File: config.mk
export PLATFORM = sky130hd
export DESIGN_NAME = rptr_empty
export DESIGN_NICKNAME = d
export VERILOG_FILES = /design/src/rtl/rptr_empty.sv
export SDC_FILE = /design/constraint.sdc
export NUM_CORES = 1
export LEC_CHECK = 0
export CORE_MARGIN = 2
export CORE_UTILIZATION = 52
export DETAILED_ROUTE_END_ITERATION = 8
export PLACE_DENSITY = 0.86
export SLEW_MARGIN = 5
export SYNTH_ARGS = -nofsm -noshare
export SYNTH_HDL_FRONTEND = slang
export SYNTH_SLANG_ARGS = --single-unit
File: constraint.sdc
create_clock -name rclk -period 6.9 [get_ports rclk]
set_input_delay 1.035 -clock rclk [delete_from_list [all_inputs] [get_ports rclk]]
set_output_delay 1.035 -clock rclk [all_outputs]
set_load 0.03 [all_outputs]
File: src/rtl/rptr_empty.sv
//------------------------------------------------------------------------------
// Module   : rptr_empty
// Function : Read-side pointer, empty/almost-empty flags, fill level and
//            sticky underflow for a dual-clock asynchronous FIFO.
// Revision : 1.0
//------------------------------------------------------------------------------
`default_nettype none

module rptr_empty #(
  parameter int ADDRSIZE = 4
) (
  input  logic                rclk,
  input  logic                rrst,
  input  logic                rinc,
  input  logic [ADDRSIZE:0]   rq2_wptr,
  output logic                rempty,
  output logic                arempty,
  output logic [ADDRSIZE-1:0] raddr,
  output logic [ADDRSIZE:0]   rptr,
  output logic [ADDRSIZE:0]   rlevel,
  output logic                runderflow
);

  logic [ADDRSIZE:0] rbin_q, rbin_d;
  logic [ADDRSIZE:0] rptr_q, rptr_d;
  logic [ADDRSIZE:0] rlevel_q, rlevel_d;
  logic              rempty_q, rempty_d;
  logic              arempty_q, arempty_d;
  logic              runderflow_q, runderflow_d;
  logic [ADDRSIZE:0] rbinp1;
  logic [ADDRSIZE:0] rgraynextp1;
  logic [ADDRSIZE:0] rq2_wbin;
  logic              pop;

  // Pops are gated by the registered flag, so rinc never reaches an output combinationally.
  assign pop          = rinc & ~rempty_q;
  assign rbin_d       = rbin_q + {{ADDRSIZE{1'b0}}, pop};
  assign rptr_d       = (rbin_d >> 1) ^ rbin_d;
  assign rbinp1       = rbin_d + {{ADDRSIZE{1'b0}}, 1'b1};
  assign rgraynextp1  = (rbinp1 >> 1) ^ rbinp1;

  always_comb begin
    rq2_wbin           = '0;
    rq2_wbin[ADDRSIZE] = rq2_wptr[ADDRSIZE];
    for (int i = ADDRSIZE - 1; i >= 0; i--) begin
      rq2_wbin[i] = rq2_wbin[i+1] ^ rq2_wptr[i];
    end
  end

  assign rempty_d     = (rptr_d == rq2_wptr);
  assign arempty_d    = (rgraynextp1 == rq2_wptr);
  assign rlevel_d     = rq2_wbin - rbin_d;
  assign runderflow_d = runderflow_q | (rinc & rempty_q);

  always_ff @(posedge rclk) begin
    if (rrst) begin
      rbin_q       <= '0;
      rptr_q       <= '0;
      rlevel_q     <= '0;
      rempty_q     <= 1'b1;
      arempty_q    <= 1'b0;
      runderflow_q <= 1'b0;
    end else begin
      rbin_q       <= rbin_d;
      rptr_q       <= rptr_d;
      rlevel_q     <= rlevel_d;
      rempty_q     <= rempty_d;
      arempty_q    <= arempty_d;
      runderflow_q <= runderflow_d;
    end
  end

  assign rempty     = rempty_q;
  assign arempty    = arempty_q;
  assign raddr      = rbin_q[ADDRSIZE-1:0];
  assign rptr       = rptr_q;
  assign rlevel     = rlevel_q;
  assign runderflow = runderflow_q;

endmodule

`default_nettype wire

Word-level counts from Yosys, hierarchy flattened

Index checks and enable logic that the tools add are counted.

Word-level logic and storage cells: 21
Input port bits: 8
Flip-flop bits (word level): 18
Output and inout port bits: 17

Add/subtract/negate cells: 3
Bitwise operators: 10
Equality and inequality tests: 2

Operator list:

| operator            | number |
|---|---|
| $eq 5x5->1          | 2 |
| $xor 4x5->5         | 2 |
| $add 5x1->5         | 1 |
| $add 5x1->5 const B | 1 |
| $sub 5x5->5         | 1 |
| $xor 1x1->1         | 4 |
| $and 1x1->1         | 2 |
| $not 1->1           | 1 |
| $or 1x1->1          | 1 |

Longest topological paths before layout

Gate-level depths: netlist of run 1.

Word-level depth: 6
Depth in mapped cells: 12
Mapped depth without buffers: 11

Least setup slack after synthesis of run 1

OpenSTA, ideal clock, no wires.

Path kind: input port to flip-flop
From: input rq2_wptr[4]
To: register rlevel_q[4] (netlist: rlevel[4])
Stages on the path: 12
Buffers on the path: 1
Path slack: 3,708 ps
Data required time: 6,775 ps
Data arrival time: 3,067 ps
Cells stage by stage: buf_2 xor2_1 xnor2_1 xor2_1 xor2_1 ha_1 fa_1 inv_1 a21o_1 a21oi_1 xnor3_1 nor2b_1

Cells in the longest elaborated chain, start to end: 5

Ends and longest elaborated chain:

| what                     | RTL line | text |
|---|---|---|
| start, declared          | 15       | `input logic [ADDRSIZE:0] rq2_wptr,` |
| $xor 1x1->1 (4 in a row) | 46       | `rq2_wbin[i] = rq2_wbin[i+1] ^ rq2_wptr[i];` |
| $sub 5x5->5 *            | 52       | `assign rlevel_d = rq2_wbin - rbin_d;` |
| end signal, assigned     | 66       | `rlevel_q <= rlevel_d;` |
| end, declared            | 26       | `logic [ADDRSIZE:0] rlevel_q, rlevel_d;` |

Every way passes the cells marked *; elsewhere a longest branch is shown, timed or not.
A chain may end at the register's enable or synchronous reset.

Worst setup path after layout of run 1

Ends and elaborated chain as after synthesis.

==> impl_metrics.ini, run 1 <==
[status]
status = finished, final reports clean

[logic_synthesis]
ys_types = 36
synthCells = 109
syn_avg_cell_area_um2 = 9.77
synthesis.nets = 125
synth-seq-cells = 17
synth_area_mm2 = 0.00106
ys_seq_area_share_pct = 32.0
yosys_warnings = 0

[timing]
rsz0062_at_grt = false
drv_slew = 0
setup_viol = 0
finalCriticalPeriod_ps = 3640
worst_slew_pin_slew_ps = 627
finalCritPeriodShare_pct = 52.7
max_freq_ghz = 0.275
finalClockSkew_ps = 2.40
setup_tns_ps = 0
max_slew_margin_pct = 58.1
finalHoldViolCount = 0

[worst_setup_path]
endpoint_kind = register
worstPathArrival_ps = 3810
cp_common_cell = xor2_1
cp_num_buf_inv = 2
path_cells = clkdlybuf4s50_1 -> xor2_1 -> xnor2_1 -> xor2_1 -> xor2_1 -> ha_1 -> fa_1 -> inv_1 -> a21o_1 -> a21oi_1 -> xnor3_1 -> nor2b_1
cp.depth = 12
worst-setup-path-type = input port to register
cp_slowest_stage_delay_ps = 660
critPathTopFamily = XOR/XNOR gates
critPathSlowestCell = clkdlybuf4s50_1
critPathMaxFanout = 8
cp-start-kind = input port
cp_data_required_time_ps = 7070
reg2reg_depth = 10

[pwr]
report.power.total_w = 0.000252
intPower_w = 0.000170
switchingPower_w = 0.0000819
irDropWorstVdd_mv = 0.195
clockPowerShare_pct = 21.5
power_density_mw_per_mm2 = 187
p_comb_share_pct = 35.1
p_leak_nw = 0.578
power_frac_seq_pct = 43.5
p_sw_share_pct = 32.5

[route]
post_drt_wl_per_cell_um = 13.2
dr.pass1.iters = 4
wl_mm = 2.11
vias = 843
drt_iter0_markers = 22
antenna_left = 0
post-route-drc-count = 0
vias_per_cell = 5.27

[placed_design]
dpl-instance-area_mm2 = 0.00132
place_hpwl_mm = 1.63
gp_congestion = 0.802
port_buffers = 24

[grt]
gr-total-overflow = 0
grt_usage_pct = 18.7
antenna_found_initial = 0
grt_max_degree = 19
grt_pass1_wl_mm = 3.47
grt_pass1_vias = 760

[cts]
clockRootBuffer = clkbuf_4
clk_pin_slew_worst_paths_ps = 90
cts_buffers = 3
ctsResizeCount = 0
clockBufferDepth = 2
insertion_delay_ps = 300
cts_hold_buf = 0
htree_num_levels = 1
cts_tree = built
post_cts_buffers = 0
clkSinkCount = 17

[hold_path]
holdPathStages = 2
hold_path_class = register to register

[floorplan]
core-area_mm2 = 0.00194
die_area_mm2 = 0.00243
die_w_um = 49.3
io_pins = 25
row_count = 16
die_y_um = 49.3
start_util_pct = 54.8

[cells_and_area]
syn2layout_area_growth_pct = 26.6
stdcell_area_mm2 = 0.00135
antenna_cells = 0
fin_nets = 150
final_common_cell = clkdlybuf4s50_1
final_cell_mix = clkdlybuf4s50_1 (24), dfxtp_1 (17), nor2_1 (14)
fillers = 155
layout-drive-gt1-share_pct = 6.77

[flow_run]
drv_cap = 0
-- metal layers --
metal	GRT usage (%)	share of wire, %	vias up
met5	0	0	-
met4	11.0	2.8	0
met3	2.15	5.6	7
met2	28.8	46	38
met1	25.1	45	386
li1	-	-	412
-- worst reg2reg max path, stage by stage (launching register included) --
cell and delay, ps:
dfxtp_1 370, nor2b_1 60, ha_1 200, ha_1 230, xor2_1 400, inv_1 170
ha_1 370, a21o_1 190, a21oi_1 160, xnor3_1 210, nor2b_1 140
-- kinds of logic after synthesis --
logic type | after synthesis | synth area share [%]
simple gates | 36 | 17.2
xor+xnor | 20 | 24.7
flops | 17 | 32.0
compound gates | 15 | 9.99
buf+inv | 11 | 4.11
fa+ha+maj | 8 | 10.1
mux | 2 | 2.00
-- sequential cells by signal (all words and copies together) (netlist names) --
signal and flops:
rempty 1, rbin_q 5, runderflow 1, arempty 1
rptr 4, rlevel 5
-- Yosys cell counts, drive strengths merged --
master	n	area, um^2
a41o	1	10.0
o21ai	1	5.00
mux2	1	11.3
nand3	3	20.0
a31o	1	8.76
a21oi	5	25.0
or3	1	6.26
xnor2	6	60.1
nor2	14	52.6
nand3b	1	7.51
a2bb2oi	1	8.76
nand4b	1	8.76
xor2	9	86.3
nand2	6	22.5
nor3b	1	7.51
inv	7	26.3
xnor3	3	67.6
xor3	2	48.8
ha	7	87.6
a21o	3	22.5
and3	1	11.3
nor3	3	15.0
and2	1	6.26
fa	1	20.0
mux2i	1	10.0
buf	2	10.0
nor2b	4	25.0
o31ai	1	7.51
clkbuf	2	7.51
dfxtp	17	340
o22ai	2	18.8
-- power by group through the flow --
stage	clock network, W	logic [W]	registers (W)
global placement	0	0.0000863	0.000112
floorplan	0	0.0000413	0.000129
global route	0.0000586	0.0000957	0.000110
finish	0.0000540	0.0000883	0.000109
detailed placement	0	0.0000880	0.000112
CTS	0.0000557	0.0000886	0.000109
-- per-stage QoR --
stage	std cells	util (%)	worst slack [ps]	hold WS (ps)
after detailed placement	156	68.0	2950	462
after CTS	160	69.4	3260	494
final	160	69.4	3260	483
after floorplan	109	-	3710	622
after global routing	160	69.4	3030	525
after global placement	156	68.0	3020	458
-- area by class of cell --
cell class,instances,area [um^2],share of cell area (%)
Timing Repair Buffer,24,240,17.8
Tap cell,27,33.8,2.51
Sequential cell,17,340,25.3
Clock buffer,4,26.3,1.95
Inverter,7,26.3,1.95
Multi-Input combinational cell,81,681,50.5
-- path summary, 6_finish.rpt --
kind         slack, ps    endpoint        start
max               3260   rlevel[4]  rq2_wptr[4]
max reg2reg       4280   rlevel[4]       rempty
min                480  runderflow   runderflow
min reg2reg        480  runderflow   runderflow
No activity file was read; power rests on OpenSTA's default activity.
==> run 2, diff against run 1 <==
--- a/config.mk
+++ b/config.mk
@@ -6,9 +6,9 @@
 export NUM_CORES = 1
 export LEC_CHECK = 0
 export CORE_MARGIN = 2
-export CORE_UTILIZATION = 52
+export CORE_UTILIZATION = 49
 export DETAILED_ROUTE_END_ITERATION = 8
-export PLACE_DENSITY = 0.86
+export PLACE_DENSITY = 0.82
 export SLEW_MARGIN = 5
 export SYNTH_ARGS = -nofsm -noshare
 export SYNTH_HDL_FRONTEND = slang
==> constraint.sdc (replaced) <==
create_clock -name rclk -period 3.7 [get_ports rclk]
set_input_delay 0.555 -clock rclk [delete_from_list [all_inputs] [get_ports rclk]]
set_output_delay 0.555 -clock rclk [all_outputs]
set_load 0.03 [all_outputs]
==> impl_metrics.ini, run 2 (synthesis results as in run 1) <==
[status]
status = finished, final reports clean

[route]
post-route-drc-count = 0
vias_per_cell = 5.14
wl_mm = 2.16
vias = 827
dr.pass1.iters = 4
antenna_left = 0
drt_iter0_markers = 8
post_drt_wl_per_cell_um = 13.4

[cells_and_area]
multi_input_area_um2 = 681
seq_area_um2 = 340
layout-drive-gt1-share_pct = 7.46
antenna_cells = 0
syn2layout_area_growth_pct = 27.3
fin_nets = 151
final_common_cell = clkdlybuf4s50_1
fillers = 163
instances_no_fill = 161
final_cell_mix = clkdlybuf4s50_1 (24), dfxtp_1 (17), nor2_1 (14)

[grt]
antenna_found_initial = 0
grt_max_degree = 19
grt_usage_pct = 19.3
gr-total-overflow = 0
grt_pass1_vias = 812
grt_pass1_wl_mm = 3.75

[cts]
cts_buffers = 3
cts_tree = built
clockRootBuffer = clkbuf_4
clkSinkCount = 17
cts_hold_buf = 0
htree_num_levels = 1
ctsResizeCount = 0
clockBufferDepth = 2
insertion_delay_ps = 290
post_cts_buffers = 0
clk_pin_slew_worst_paths_ps = 100

[timing]
finalCriticalPeriod_ps = 3190
setup_tns_ps = 0
finalCritPeriodShare_pct = 86.3
whs_ps = 484
drv_slew = 0
rsz0062_at_grt = false
max_slew_margin_pct = 56.9
setup_viol = 0
finalClockSkew_ps = 5.38
max_freq_ghz = 0.313
worst_slew_pin_slew_ps = 644
finalHoldViolCount = 0

[worst_setup_path]
cp_slowest_stage_delay_ps = 640
path_cells = clkdlybuf4s50_1 -> xor2_1 -> xnor2_1 -> xor2_1 -> xor2_1 -> ha_1 -> fa_1 -> inv_1 -> a21o_1 -> a21oi_1 -> xnor3_1 -> nor2b_1
endpoint_kind = register
cp-start-kind = input port
critPathMaxFanout = 8
cp_data_required_time_ps = 3870
reg2reg_depth = 10
cp_common_cell = xor2_1
r2r_start = rempty
worstPathArrival_ps = 3360
critPathSlowestCell = clkdlybuf4s50_1
reg2reg_slack_ps = 1310
r2r_end = rlevel[4]
worst-setup-path-type = input port to register

[hold_path]
holdPathStages = 2
hold_end = runderflow
hold_path_class = register to register
min-delay-start = runderflow

[pwr]
p_sw_share_pct = 32.5
p_leak_nw = 0.583
p_comb_share_pct = 35.4
clockPowerShare_pct = 21.2
switchingPower_w = 0.000152
power_density_mw_per_mm2 = 346
irDropWorstVdd_mv = 0.202
intPower_w = 0.000316
power_frac_seq_pct = 43.4

[floorplan]
die_y_um = 50.6
row_count = 16
die_w_um = 50.6
start_util_pct = 53.2
die_area_mm2 = 0.00256
core-area_mm2 = 0.00200
io_pins = 25

[placed_design]
place_hpwl_mm = 1.65
gp_congestion = 0.849
dp_cells = 157
port_buffers = 24

[flow_run]
drv_cap = 0
-- run 2: cell count changes in the layout (fill, tap and decap cells not counted), sizes merged --
cell / before / now
buf: 0 / 1
-- run 2: worst max path at each step --
stage | slack, ps | from | end | depth (start not counted)
after floorplan | 990 | rq2_wptr[4] | rlevel[4] | 12
after global placement | 400 | rq2_wptr[4] | rlevel[4] | 12
after detailed placement | 230 | rq2_wptr[4] | rlevel[4] | 12
after CTS | 540 | rq2_wptr[4] | rlevel[4] | 12
after global routing | 260 | rq2_wptr[4] | rlevel[4] | 12
final | 510 | rq2_wptr[4] | rlevel[4] | 12
-- run 2: layout make-up --
cell class              count  area share [%]
flip-flops and latches     17            25.1
inverters                   7            1.94
repair buffers             25            18.3
multi-input cells          81            50.2
well taps                  27            2.49
clock buffers               4            1.94
-- run 2: critical path: cells and delay by family --
family / cells / cell delay (ps)
adder cells (fa/ha/maj): 2 / 440
AND/OR/NAND/NOR: 1 / 130
buffers and inverters: 2 / 700
XOR/XNOR: 5 / 1230
AO/OA/AOI/OAI: 2 / 300
-- run 2: power groups by stage --
stage                     sequential (W)  clock (W)  combinational [W]
after floorplan                 0.000241          0          0.0000770
after global routing            0.000205   0.000111           0.000180
after CTS                       0.000204   0.000102           0.000166
final                           0.000204  0.0000994           0.000166
after global placement          0.000208          0           0.000161
after detailed placement        0.000208          0           0.000165
-- run 2: through the flow --
stage / power [W] / worst slack, ps / util [%] / cell area, um^2
6_report: 0.000469 / 505 / 67.7 / 1360
5_1_grt: 0.000495 / 260 / 67.7 / 1360
4_1_cts: 0.000472 / 539 / 67.7 / 1360
3_5_place_dp: 0.000373 / 235 / 66.4 / 1330
3_3_place_gp: 0.000369 / 401 / 66.4 / 1330
2_1_floorplan: 0.000318 / 988 / - / 1060
-- run 2: per-layer routing --
metal	vias to the layer above	GRT usage (%)	wire length, um
met4	0	5.86	29
li1	414	-	-
met2	23	31.6	1060
met3	4	2.68	76
met1	386	26.5	995
met5	-	0	0
